===== config.mk =====
export PLATFORM = sky130hd
export DESIGN_NAME = shared_mem_port_arbiter
export DESIGN_NICKNAME = d
export VERILOG_FILES = /design/src/rtl/shared_mem_port_arbiter.sv
export SDC_FILE = /design/constraint.sdc
export NUM_CORES = 1
export LEC_CHECK = 0
export ABC_CLOCK_PERIOD_IN_PS = 1970
export CAP_MARGIN = 10
export CORE_ASPECT_RATIO = 1.5
export CORE_UTILIZATION = 37
export DETAILED_ROUTE_END_ITERATION = 6
export PLACE_DENSITY = 0.79
export SLEW_MARGIN = 25
export SYNTH_ARGS = -nofsm -noshare
export SYNTH_HDL_FRONTEND = slang
export SYNTH_SLANG_ARGS = --single-unit

===== constraint.sdc =====
create_clock -name clk -period 1.97 [get_ports clk]
set_input_delay 0.394 -clock clk [delete_from_list [all_inputs] [get_ports clk]]
set_output_delay 0.394 -clock clk [all_outputs]
set_load 0.02 [all_outputs]

===== src/rtl/shared_mem_port_arbiter.sv =====
// shared_mem_port_arbiter
// Shares one fixed-latency memory port between the IF stage (fetch, read-only)
// and the MEM stage (load/store). Each access runs IDLE -> BUSY (WAIT_CYCLES
// cycles) -> DONE (one-cycle ready pulse) -> IDLE. Ties alternate between the
// two requesters so neither one can starve the other. The stall and freeze
// outputs hold the pipeline while a request is still outstanding.
module shared_mem_port_arbiter #(
  parameter int ADDRESS_LEN = 32,
  parameter int DATA_LEN    = 32,
  parameter int WAIT_CYCLES = 4   // legal range 1..15
) (
  input  logic                   clk,
  input  logic                   rst,
  // fetch requester
  input  logic                   if_req,
  input  logic [ADDRESS_LEN-1:0] if_addr,
  output logic [DATA_LEN-1:0]    if_rdata,
  output logic                   if_ready,
  // data requester
  input  logic                   mem_rd_req,
  input  logic                   mem_wr_req,
  input  logic [ADDRESS_LEN-1:0] mem_addr,
  input  logic [DATA_LEN-1:0]    mem_wdata,
  output logic [DATA_LEN-1:0]    mem_rdata,
  output logic                   mem_ready,
  // external memory port
  output logic                   port_en,
  output logic                   port_we,
  output logic [ADDRESS_LEN-1:0] port_addr,
  output logic [DATA_LEN-1:0]    port_wdata,
  input  logic [DATA_LEN-1:0]    port_rdata,
  // pipeline control
  output logic                   if_stall,
  output logic                   freeze
);

  typedef enum logic [1:0] {
    ST_IDLE = 2'd0,
    ST_BUSY = 2'd1,
    ST_DONE = 2'd2
  } state_t;

  typedef enum logic {
    GR_IF  = 1'b0,
    GR_MEM = 1'b1
  } grant_t;

  // The counter counts down to zero, so a WAIT_CYCLES-cycle access loads WAIT_CYCLES-1.
  localparam logic [3:0] LP_CNT_LOAD = 4'(WAIT_CYCLES - 1);

  state_t                 r_state;
  logic [3:0]             r_count;
  grant_t                 r_grant;
  grant_t                 r_last_grant;
  logic                   r_port_en;
  logic                   r_port_we;
  logic [ADDRESS_LEN-1:0] r_port_addr;
  logic [DATA_LEN-1:0]    r_port_wdata;
  logic [DATA_LEN-1:0]    r_if_rdata;
  logic [DATA_LEN-1:0]    r_mem_rdata;
  logic                   r_if_ready;
  logic                   r_mem_ready;

  logic                   w_mem_req;
  logic                   w_any_req;
  logic                   w_pick_mem;

  // Grant choice. A lone requester always wins. On a tie, MEM wins unless it
  // won the previous grant. last_grant resets to IF, so the first tie after
  // reset goes to MEM.
  assign w_mem_req  = mem_rd_req | mem_wr_req;
  assign w_any_req  = if_req | w_mem_req;
  assign w_pick_mem = w_mem_req & (~if_req | (r_last_grant == GR_IF));

  // Access sequencer: grant, address/data latch, wait-state countdown,
  // read-data capture and the ready pulse.
  // NOTE: every register here is updated with <=. All reads therefore see
  // pre-edge values, and the block behaves like the flops it describes.
  always_ff @(posedge clk or negedge rst) begin
    // NOTE: the asynchronous reset clears the data registers as well. An aborted
    // access then leaves no stale read data and no stale port drive.
    if (!rst) begin
      r_state      <= ST_IDLE;
      r_count      <= '0;
      r_grant      <= GR_IF;
      r_last_grant <= GR_IF;
      r_port_en    <= 1'b0;
      r_port_we    <= 1'b0;
      r_port_addr  <= '0;
      r_port_wdata <= '0;
      r_if_rdata   <= '0;
      r_mem_rdata  <= '0;
      r_if_ready   <= 1'b0;
      r_mem_ready  <= 1'b0;
    end else begin
      case (r_state)
        ST_IDLE: begin
          // Requests are sampled only here. Later input changes cannot
          // disturb an access that is already running.
          if (w_any_req) begin
            r_state   <= ST_BUSY;
            r_count   <= LP_CNT_LOAD;
            r_port_en <= 1'b1;
            if (w_pick_mem) begin
              r_grant      <= GR_MEM;
              r_last_grant <= GR_MEM;
              r_port_addr  <= mem_addr;
              r_port_wdata <= mem_wdata;
              r_port_we    <= mem_wr_req;  // rd+wr together counts as a store
            end else begin
              r_grant      <= GR_IF;
              r_last_grant <= GR_IF;
              r_port_addr  <= if_addr;
              r_port_we    <= 1'b0;
            end
          end
        end

        ST_BUSY: begin
          if (r_count == 4'd0) begin
            // Last BUSY cycle: memory data is valid now, so capture it for reads.
            r_state   <= ST_DONE;
            r_port_en <= 1'b0;
            r_port_we <= 1'b0;
            if (r_grant == GR_IF) begin
              r_if_rdata <= port_rdata;
              r_if_ready <= 1'b1;
            end else begin
              if (!r_port_we) begin
                r_mem_rdata <= port_rdata;
              end
              r_mem_ready <= 1'b1;
            end
          end else begin
            r_count <= r_count - 4'd1;
          end
        end

        ST_DONE: begin
          // Requests are still high here. The next grant waits for IDLE.
          r_state     <= ST_IDLE;
          r_if_ready  <= 1'b0;
          r_mem_ready <= 1'b0;
        end

        default: begin
          r_state     <= ST_IDLE;
          r_port_en   <= 1'b0;
          r_port_we   <= 1'b0;
          r_if_ready  <= 1'b0;
          r_mem_ready <= 1'b0;
        end
      endcase
    end
  end

  assign port_en    = r_port_en;
  assign port_we    = r_port_we;
  assign port_addr  = r_port_addr;
  assign port_wdata = r_port_wdata;
  assign if_rdata   = r_if_rdata;
  assign mem_rdata  = r_mem_rdata;
  assign if_ready   = r_if_ready;
  assign mem_ready  = r_mem_ready;

  // Pipeline hold: stay asserted until the matching ready pulse arrives.
  assign if_stall = if_req & ~r_if_ready;
  assign freeze   = w_mem_req & ~r_mem_ready;

endmodule


After elaboration in Yosys (flattened, before gate mapping)
Index checks and enable logic that the tools add are counted.
{"block": "totals", "inputBits": 133, "ff_bits": 139, "wordCells": 64}
{"block": "op_classes", "addsub": 1, "reduce_logical": 12, "bitwise": 13, "n_mux": 20, "n_eq_ne": 7}
{"op": "32-bit two-way mux", "n": 1}
{"op": "3-bit AND reduction", "n": 6}
{"op": "2-bit != test, second input constant", "n": 5}
{"op": "1-bit two-way mux", "n": 9}
{"op": "4-bit two-way mux", "n": 2}
{"op": "4-bit case mux with 2 select lines", "n": 1}
{"op": "1-bit NOT", "n": 7}
{"op": "1-bit case mux with 3 select lines", "n": 2}
{"op": "4-bit zero test", "n": 1}
{"op": "2-bit two-way mux", "n": 2}
{"op": "1-bit case mux with 2 select lines", "n": 2}
{"op": "2-bit case mux with 2 select lines", "n": 1}
{"op": "2-bit AND reduction", "n": 2}
{"op": "4-bit AND reduction", "n": 1}
{"op": "4-bit by 1-bit subtractor with 4-bit output, second input constant", "n": 1}
{"op": "1-bit AND", "n": 3}
{"op": "1-bit bitwise OR", "n": 3}
{"op": "2-bit by 1-bit equality test with 1-bit output, second input constant", "n": 1}
{"op": "2-bit equality test, second input constant", "n": 1}
{"op": "2-bit zero test", "n": 1}
{"op": "2-bit nonzero test", "n": 1}

Depth between registers and ports, before layout
{"block": "logic_depth", "ltp_word": 6, "ltp_mapped": 7, "mapped_depth_nobuf": 5}

Worst setup path after synthesis
Ideal clock, no wire load.
{"block": "synth_path", "kind": "flip-flop to flip-flop", "from": "register r_state[1]", "to": "register r_mem_rdata[10], in the netlist mem_rdata[10]", "arrival_ns": 1.925, "synth_period_minus_slack_ns": 2.050, "setup_ns": 0.125, "path_stages_with_launch": 7, "setup_slack_ns": -0.080, "path_buffers": 3, "path_cell_list": "dfrtp_1 -> or3b_1 -> buf_2 -> or4b_4 -> buf_6 -> buf_12 -> mux2_4"}
{"block": "synth_between", "elab_chain_cells": 2}
{"item": "start: declaration", "line": "51", "source": "state_t r_state;"}
{"item": "start signal: assignment", "line": "83", "source": "r_state <= ST_IDLE;"}
{"item": "start signal: assignment", "line": "101", "source": "r_state <= ST_BUSY;"}
{"item": "start signal: assignment", "line": "122", "source": "r_state <= ST_DONE;"}
{"item": "2-bit by 1-bit equality test with 1-bit output", "line": "96", "source": "case (r_state)"}
{"item": "4-bit AND reduction (no line)"}
{"item": "end signal: assignment", "line": "130", "source": "r_mem_rdata <= port_rdata;"}
{"item": "end: declaration", "line": "60", "source": "logic [DATA_LEN-1:0] r_mem_rdata;"}
No other way between the ends.
A chain may end at the register's enable or synchronous reset.

Worst setup path after layout
{"block": "layout_path", "from": "register r_state[1]", "to": "register r_mem_rdata[19], in the netlist mem_rdata[19]"}
Same word-level chain as after synthesis.

==> results.txt <==
The startpoint identified for the worst register-to-register timing path is r_state[1]$_DFFE_PN0P_. The pin count of the biggest net entering global routing is about 50. The die area is 0.0160 sq mm. By instance count, the leading cell after synthesis is sky130_fd_sc_hd__dfrtp_1. The first-pass iteration count of the detailed router is 4. The number of enable flip-flop cells after synthesis came out at 0. The design draws 16.4 mW.

The first global-routing pass estimated 24800 um of wire. The share of synthesized flip-flops with an asynchronous set or reset is 100%. Routability-driven placement finished with a final weighted congestion of between 0.7 and 0.8.

The number of nets handed over by synthesis was 530. In this run the tightest slew margin relative to its limit is slightly below 70%. Among all stages on the critical path, the largest delay is contributed by sky130_fd_sc_hd__or4b_4. The sequential fraction of design power came out at 31.1%. By area the synthesized netlist is led by sky130_fd_sc_hd__dfrtp_1, sky130_fd_sc_hd__mux2_2, sky130_fd_sc_hd__mux2_4. Detailed placement ended at an HPWL of 11500 um.

The number of design-rule violations left by the first detailed-router iteration is 78. The worst register-to-register path has a depth of 4. The final setup skew is between 0.007 and 0.008 ns. The total number of placement rows is 55. The post-synthesis register bit count came out at ~140. The total met2 wirelength after detailed routing came out at approximately 8200 um. Once detail routing completed, the nets flagged for antenna violations numbered 0. After detailed routing, no signal wire sits above met4. The maximum vdd ir drop came out at 881 uV. After synthesis, the most frequently instantiated cells are sky130_fd_sc_hd__dfrtp_1, sky130_fd_sc_hd__mux2_2, sky130_fd_sc_hd__o21ai_0. The flow ran to the end, but the final reports show violations. The switching fraction of total power came out at between 30% and 40%. The most instantiated flip-flop cell in the synthesis netlist is sky130_fd_sc_hd__dfrtp_1. The portion of synthesized cell area occupied by the leading cell type is 60.6%. The unique cell type count in the Yosys netlist came out at 31.

The total grt overflow is 0. The worst reg-to-reg setup slack is -0.0006 ns. The worst slack at placement came out at -0.166 ns.

The power density over the cells is 1720 mW/mm^2. Derived from the worst setup path, the maximum achievable clock frequency is between 500 and 600 MHz. For this configuration, the core starts out at a cell density of between 30% and 40%. The number of antenna diodes in the final layout is 0. The later-pin clock latency in the skew report came out at 0.40 ns.

The floorplan die height came out at 155 um. The clock period minus final worst setup slack came out at 1.97 ns. The cell count after synthesis is 395. The Yosys step of the flow raised 0 warnings. Summed over all nets, wire length on met3 after detailed routing comes to 878 um. The routed wirelength normalized by instance count came out at 17.1 um. The slew at the pin with the worst max-slew slack came out at ~0.46 ns. Setup repair after global routing could not meet its margin everywhere.

The maximum buffer depth of the clock tree is 2. The ratio of cells with drive above 1 in the final layout is 24.7%. The part of the cycle the worst path needs is 100%. The highest net fanout along the worst path is 15. The worst setup path is of the reg2reg kind. The detailed-route vias per instance is 4.88. The setup violation total in the final timing report came out at 1.

Along the worst hold path, the cell count comes to 1. The checks that failed: negative setup slack. The clock transition at the registers of the reported paths is 0.06 ns. The number of antenna violations at the first check in global routing is 0.

The leakage power is 4.11 nW. The finished cells cover around 0.0095 sq mm. Data on the critical path is required at its endpoint by around 2.3 ns. The cell sitting at the root of the clock tree is a sky130_fd_sc_hd__clkbuf_16. Pin placement for this block handled 267 I/O pins.

The H-tree level count came out at 4. The beginning of the worst hold path is port_en$_DFFE_PN0P_. After synthesis, the mean cell area works out to approximately 15 sq um. The final hold violation count is 0. The placed cell area is 0.00887 sq mm.

The overall track demand over capacity in global routing is 19.8%. Buffers placed on the I/O ports in this run total 266. The internal power of the cells is ~11 mW. The layout-stage area growth over the synthesis result came out at 65.6%. After the last flow step, the layout net total stands at 823. The sequential element share of the synthesized area came out at 60.6%. The number of violations of the max-capacitance limit is 0. The sum of routed wire segments on met1 is 5870 um. Traced cell by cell, the critical path runs through or3b_4 -> or4b_4 -> buf_12 -> mux2_4. The analysis attributes to net switching a power of a little under 6 mW. The delay of the slowest critical-path stage is approximately 0.56 ns. TritonCTS built the clock tree. The total number of vias is 4389. The total core area is between 0.015 and 0.02 sq mm.

The arrival time at the worst endpoint is 2.26 ns. In this run, the combinational gates consume 49.6% of the power. The clock sink total is 139. Summing every instance area after synthesis gives 0.00574 sq mm. The final max-slew violation count came out at 0. The worst hold path belongs to the class reg2reg. The number of remaining DRC errors is 0.

The path with the worst hold slack has its endpoint at port_en$_DFFE_PN0P_. The library cell with the largest summed area after synthesis is sky130_fd_sc_hd__dfrtp_1. The count of buffering cells on the critical path with inverters included is 1. The part of the total power dissipated in the clock network is 19.3%.

The TritonCTS buffer count is 17. The worst setup path is captured at a flip-flop. The number of global-route vias before repair came out at roughly 4700. The worst register-to-register path ends at mem_rdata[19]$_DFFE_PN0P_. The total detailed-routing wirelength is 15400 um.

STA classifies the critical path startpoint as a flip-flop. The most critical setup path has its startpoint at r_state[1]$_DFFE_PN0P_. The worst setup margin came out at -0.000638 ns. The floorplan step set the die width to between 100 and 150 um. The kind of cell with the highest combined delay along the critical path is simple AND/OR/NAND/NOR gates.
[per-stage QoR]
step	setup TNS (ns)	utilization, %	instances	hold slack (ns)
after floorplan	-2.40	-	395	0.0984
after global placement	-0.752	58.6	865	0.365
after detailed placement	-1.21	58.6	865	0.365
after CTS	0	62.6	898	0.493
after global routing	-0.560	62.8	900	0.522
final	-0.000638	62.8	900	0.490
[worst max-delay path by stage]
stage | to | depth (start not counted) | slack (ns)
finish | mem_rdata[19]$_DFFE_PN0P_ | 4 | -0.0006
global route | mem_rdata[21]$_DFFE_PN0P_ | 6 | -0.03
CTS | mem_rdata[7]$_DFFE_PN0P_ | 6 | 0.03
detailed placement | freeze | 4 | -0.17
global placement | if_stall | 3 | -0.15
floorplan | mem_rdata[10]$_DFFE_PN0P_ | 6 | -0.08
[placed cells by master, fill, tap and decap left out, drive strengths merged, types with 2 or more instances in the layout]
cell             n
nor3             2
dfrtp          139
or2              3
dlygate4sd2      2
inv              8
bufinv           2
a21o             3
clkinvlp         2
nand2b           2
nor2             7
clkinv           7
buf             32
clkdlybuf4s50  263
mux2            97
o21ai           65
mux2i           32
ha               2
clkbuf          18
[routing by layer]
layer | track usage (%) | vias up
li1 | - | 2011
met1 | 22.4 | 2144
met2 | 35.2 | 200
met3 | 4.97 | 34
met4 | 8.91 | 0
met5 | 0 | -
[area by class of cell]
cell class,instances,area [sq um]
clock buffer,17,425
timing repair buffer,299,3040
tap,199,249
inverter,4,15.0
fill,1173,5630
sequential,139,3480
clock inverter,15,164
multi-input combinational,227,2140
[kinds of logic after synthesis]
kind of cell | synth area share (%)
flip-flops | 60.6
multiplexers | 26.6
AO/OA/AOI/OAI | 7.36
buffers and inverters | 3.03
AND/OR/NAND/NOR | 2.05
adder cells (fa/ha/maj) | 0.436
[power groups by stage]
| stage | clock network (mW) | registers [mW] | logic (mW) |
|---|---|---|---|
| floorplan | 0 | 6.71 | 2.46 |
| global placement | 0 | 5.06 | 7.93 |
| detailed placement | 0 | 5.14 | 8.12 |
| CTS | 3.23 | 5.11 | 8.15 |
| global route | 3.37 | 5.28 | 8.58 |
| finish | 3.15 | 5.09 | 8.12 |
[flip-flops by register name (all words and copies together) (netlist names)]
signal,flops
mem_ready,1
if_ready,1
r_state,2
r_count,4
if_rdata,32
mem_rdata,32
port_wdata,32
port_en,1
port_addr,32
r_last_grant,1
port_we,1
[what timing repair did]
item                                    CTS  global route
cloned                                    0             1
endpoints found under the hold margin    44             0
hold buffers                              1             0
endpoints found under the setup margin    2            32
buffers inserted                          0             1
resized for setup                         3             2
[worst register-to-register path: cells and delay by family, from the launching register on]
kind | cells | cell delay [ns]
DFF | 1 | 0.39
muxes | 1 | 0.31
and+or+nand+nor | 2 | 0.96
buffers and inverters | 1 | 0.20
(Power assumes the default switching activity.)
==> variant 1 (same flow settings) <==
Make the reset (`rst`) synchronous in one clocked block. Comments in the files are not updated.
--- a/src/rtl/shared_mem_port_arbiter.sv
+++ b/src/rtl/shared_mem_port_arbiter.sv
@@ -76,7 +76,7 @@
   // read-data capture and the ready pulse.
   // NOTE: every register here is updated with <=. All reads therefore see
   // pre-edge values, and the block behaves like the flops it describes.
-  always_ff @(posedge clk or negedge rst) begin
+  always_ff @(posedge clk) begin
     // NOTE: the asynchronous reset clears the data registers as well. An aborted
     // access then leaves no stale read data and no stale port drive.
     if (!rst) begin
Check against the original RTL: differs if rst is asserted again (counterexample within 4 cycles, from zero or initial values and one cycle with rst low); with rst held inactive, the same outputs for 10 cycles.
==> variant 1 against the original RTL <==
Setup slack improved by 0.093 ns; register-to-register slack improved by 0.29 ns; area after synthesis fell by 6.2%; fmax rose by 5.0%; sequential cell count did not move; non-clock buffer count fell by 14; first-iteration DRC count rose by 64%; routed wire length rose by 2.4%; clock skew rose by 0.0016 ns; cell area fell by 5.7%.
Power is not compared: it rests on default switching activity, and its combinational part moved more than twofold at a synthesized area within 25%.
==> variant 1: results (changes against the original RTL) <==
{
  "wl_per_cell": {"value": 15.0, "unit": "um", "change": "-12%"},
  "synth-seq-area-share": {"value": 0.517, "change": "-0.0891"},
  "detailedPlace.worstSlack": {"value": -0.152, "unit": "ns", "change": "+0.0137 ns"},
  "post_synth_main_area_contributors": "dfxtp_1, nand2_1, o2bb2ai_2",
  "run_status": "complete, no violations",
  "worst_clock_skew": {"value": 0.00922, "unit": "ns", "change": "+0.00163 ns"},
  "dpl_cell_area": {"value": 0.00831, "unit": "mm^2", "change": "-6.3%"},
  "first_global_vias": {"value": 4771, "change": "+0.63%"},
  "critical_path_at": {"value": 1.48, "unit": "ns", "change": "-0.78 ns"},
  "crit_family": "buffers and inverters",
  "synth.top_cells.by_count": "nand2_1, dfxtp_1, a21oi_1",
  "groute.usage.overall": {"value": 0.203, "change": "+0.00512"},
  "final_layout_size_suffix_gt1_frac": {"value": 0.105, "change": "-0.142"},
  "synth.largest_area_cell": "dfxtp_1",
  "regToRegSetupSlack": {"value": 0.29, "unit": "ns", "change": "+0.29 ns"},
  "async_reset_ff_frac": {"value": 0, "change": "-1.00"},
  "grt_max_degree": {"value": 70, "change": "+43%"},
  "post_synth_num_cell_types": {"value": 35, "change": "+13%"},
  "grt_first_pass_wirelength": {"value": 23800, "unit": "um", "change": "-4.1%"},
  "cp_slowest_cell": "clkdlybuf4s50_1",
  "fin_crit": {"value": 1.88, "unit": "ns", "change": "-0.0929 ns"},
  "num_vias": {"value": 4983, "change": "+14%"},
  "worst_hold_slack": {"value": 0.327, "unit": "ns", "change": "-0.163 ns"},
  "critical_path.max_fanout": {"value": 4, "change": "-11"},
  "finalWeightedCongestion": {"value": 0.778, "change": "-2.4%"}
}
==> variant 1: worst paths after layout <==
check               startpoint            to  cells past startpoint
setup reg to reg    r_count[0]  mem_rdata[7]                      7
hold reg to reg   if_rdata[17]  if_rdata[17]                      2
setup / recovery       port_we       port_we                      1
hold / removal             rst    r_count[1]                      2
==> variant 1: repair_timing <==
action | CTS | global route
gates resized for setup | 2 | 0
endpoints found under the hold margin | 0 | 0
setup endpoints to repair | 2 | 0
hold buffers | 0 | 0
==> variant 1: through the flow <==
stage / instances / power, W
finish: 1050 / 0.00875
CTS: 1050 / 0.00885
detailed placement: 1019 / 0.00528
floorplan: 589 / 0.00429
global route: 1050 / 0.00912
global placement: 1019 / 0.00525
==> variant 1: cell type report <==
class,count,area [um^2]
Clock buffer,18,439
Fill cell,1193,5160
Tap cell,192,240
Inverter,4,15.0
Multi-Input combinational cell,399,2360
Sequential cell,139,2780
Timing Repair Buffer,285,2910
Clock inverter,13,215
==> variant 1: cells by family (layout without fill, tap and decap cells) <==
group	after synthesis	in the layout	synth area share
muxes	32	32	0.0595
and+or+nand+nor	224	224	0.178
DFF	139	139	0.517
buffers and inverters	51	320	0.0472
AOI/OAI and AO/OA	139	139	0.190
xor gates and xnor gates	2	2	0.00325
adders and majority gates	2	2	0.00465
==> variant 1: layer usage <==
| layer | GRT usage | wire length (um) | up-vias |
|---|---|---|---|
| met5 | 0 | 0 | - |
| met1 | 0.210 | 6080 | 2278 |
| met2 | 0.385 | 8350 | 166 |
| li1 | - | - | 2522 |
| met4 | 0.0674 | 270 | 0 |
| met3 | 0.0584 | 1020 | 17 |
==> variant 1: power groups by stage <==
stage	Clock [W]	Sequential [W]	Combinational, W
5_1_grt	0.00374	0.00327	0.00212
3_3_place_gp	0	0.00329	0.00197
2_1_floorplan	0	0.00357	0.000718
6_report	0.00354	0.00323	0.00198
3_5_place_dp	0	0.00329	0.00199
4_1_cts	0.00362	0.00324	0.00200
==> variant 2 (same settings) <==
Without the edit above. Set the parameter `ADDRESS_LEN` to 64 (it was 32).
--- a/src/rtl/shared_mem_port_arbiter.sv
+++ b/src/rtl/shared_mem_port_arbiter.sv
@@ -5,7 +5,7 @@
 // two requesters so neither one can starve the other. The stall and freeze
 // outputs hold the pipeline while a request is still outstanding.
 module shared_mem_port_arbiter #(
-  parameter int ADDRESS_LEN = 32,
+  parameter int ADDRESS_LEN = 64,
   parameter int DATA_LEN    = 32,
   parameter int WAIT_CYCLES = 4   // legal range 1..15
 ) (
Ports: changed (resized if_addr, mem_addr and port_addr); port bits go from 267 to 363. No check against the original RTL was run, so the function may have changed too.
==> variant 2 against the original RTL <==
The run still ends with negative setup slack left; sequential cell count grew 32; setup slack lost 0.0044 ns; power grew 20%; fmax shrank 0.22%; routed wire length grew 34%; cell area grew 27%; sequential share of layout area shrank 1.1 points; area after synthesis grew 26%; critical endpoint is now mem_rdata[10].
==> variant 2: results (changes against the original RTL) <==
{
  "later_pin_clock_latency_in_the_skew_report": {"value": 0.42, "unit": "ns", "change": "+0.02 ns"},
  "grt_max_degree": {"value": 50, "change": "+2.0%"},
  "dr_wl_met2": {"value": 10900, "unit": "um", "change": "+34%"},
  "post_synth_num_cell_types": {"value": 32, "change": "+3.2%"},
  "run_status": "finished with violations",
  "final_layout_size_suffix_gt1_frac": {"value": 0.197, "change": "-0.0502"},
  "min_path_type": "in -> async",
  "worst-slew-pin-transition": {"value": 0.428, "unit": "ns", "change": "-0.0325 ns"},
  "dpl_cell_area": {"value": 0.0115, "unit": "mm^2", "change": "+29%"},
  "setup_viol_count_final": {"value": 2, "change": "+1"},
  "vdd_ir_drop_max": {"value": 660, "unit": "uV", "change": "-25%"},
  "groute.usage.overall": {"value": 0.210, "change": "+0.0119"},
  "first_global_vias": {"value": 6082, "change": "+28%"},
  "critical_path.max_fanout": {"value": 21, "change": "+6"},
  "post_synth_fa_ha_maj_area_fraction": {"value": 0.00345, "change": "-0.000904"},
  "buffer_ports.inserted": {"value": 362, "change": "+36%"},
  "place_hpwl": {"value": 15600, "unit": "um", "change": "+35%"},
  "grt_first_pass_wirelength": {"value": 32300, "unit": "um", "change": "+30%"},
  "netlist.area_leader.share": {"value": 0.591, "change": "-0.0151"},
  "postLayoutSetupSlackWorst": {"value": -0.00499, "unit": "ns", "change": "-0.00435 ns"},
  "complex_gate_fraction_of_the_synthesized_area": {"value": 0.103, "change": "+0.0289"},
  "synth_nets": {"value": 737, "change": "+39%"},
  "synth.top_cells.by_count": "dfrtp_1, o21ai_0, mux2_2",
  "violations": "negative setup slack",
  "wl_per_cell": {"value": 17.3, "unit": "um", "change": "+1.3%"}
}
-- variant 2: layout make-up --
cell class,count,share of cell area
tap,256,0.0265
sequential,171,0.355
inverter,4,0.00124
clock inverter,13,0.0107
multi-input combinational,323,0.231
timing repair buffer,406,0.338
clock buffer,19,0.0375
-- variant 2: cells by family (layout without fill, tap and decap cells) --
| kind of cell | count (synthesis) | after routing |
|---|---|---|
| flip-flops | 171 | 171 |
| multiplexers | 161 | 161 |
| AO/OA/AOI/OAI | 141 | 141 |
| buffers and inverters | 44 | 442 |
| AND/OR/NAND/NOR | 19 | 19 |
| adder cells (fa/ha/maj) | 2 | 2 |
-- variant 2: worst paths after layout --
kind                                  to  slack [ns]
min                        mem_rdata[26]        0.47
min in group clk                 port_en        0.50
min reg2reg                      port_en        0.50
max reg2reg                mem_rdata[10]      -0.005
max                        mem_rdata[10]      -0.005
max in group asynchronous  port_wdata[2]        0.88
-- variant 2: worst reg2reg max path: stages, from the launching register on --
cell     delay, ns
dfrtp_1       0.38
or3b_4        0.40
or4b_4        0.55
buf_12        0.21
mux2_4        0.32
-- variant 2: through the flow --
step	cells	setup WS [ns]	hold WS, ns
2_1_floorplan	538	-0.0800	0.0984
3_3_place_gp	1159	-0.241	0.350
3_5_place_dp	1159	-0.236	0.348
4_1_cts	1192	-0.00667	0.469
5_1_grt	1192	-0.0537	0.507
6_report	1192	-0.00499	0.473
-- variant 2: where the power goes --
| part | internal [W] | leakage, nW | switching (W) |
|---|---|---|---|
| logic | 0.00535 | 2.82 | 0.00485 |
| clock network | 0.00184 | 0.281 | 0.00144 |
| registers | 0.00528 | 2.06 | 0.000907 |
| total | 0.0125 | 5.16 | 0.00720 |
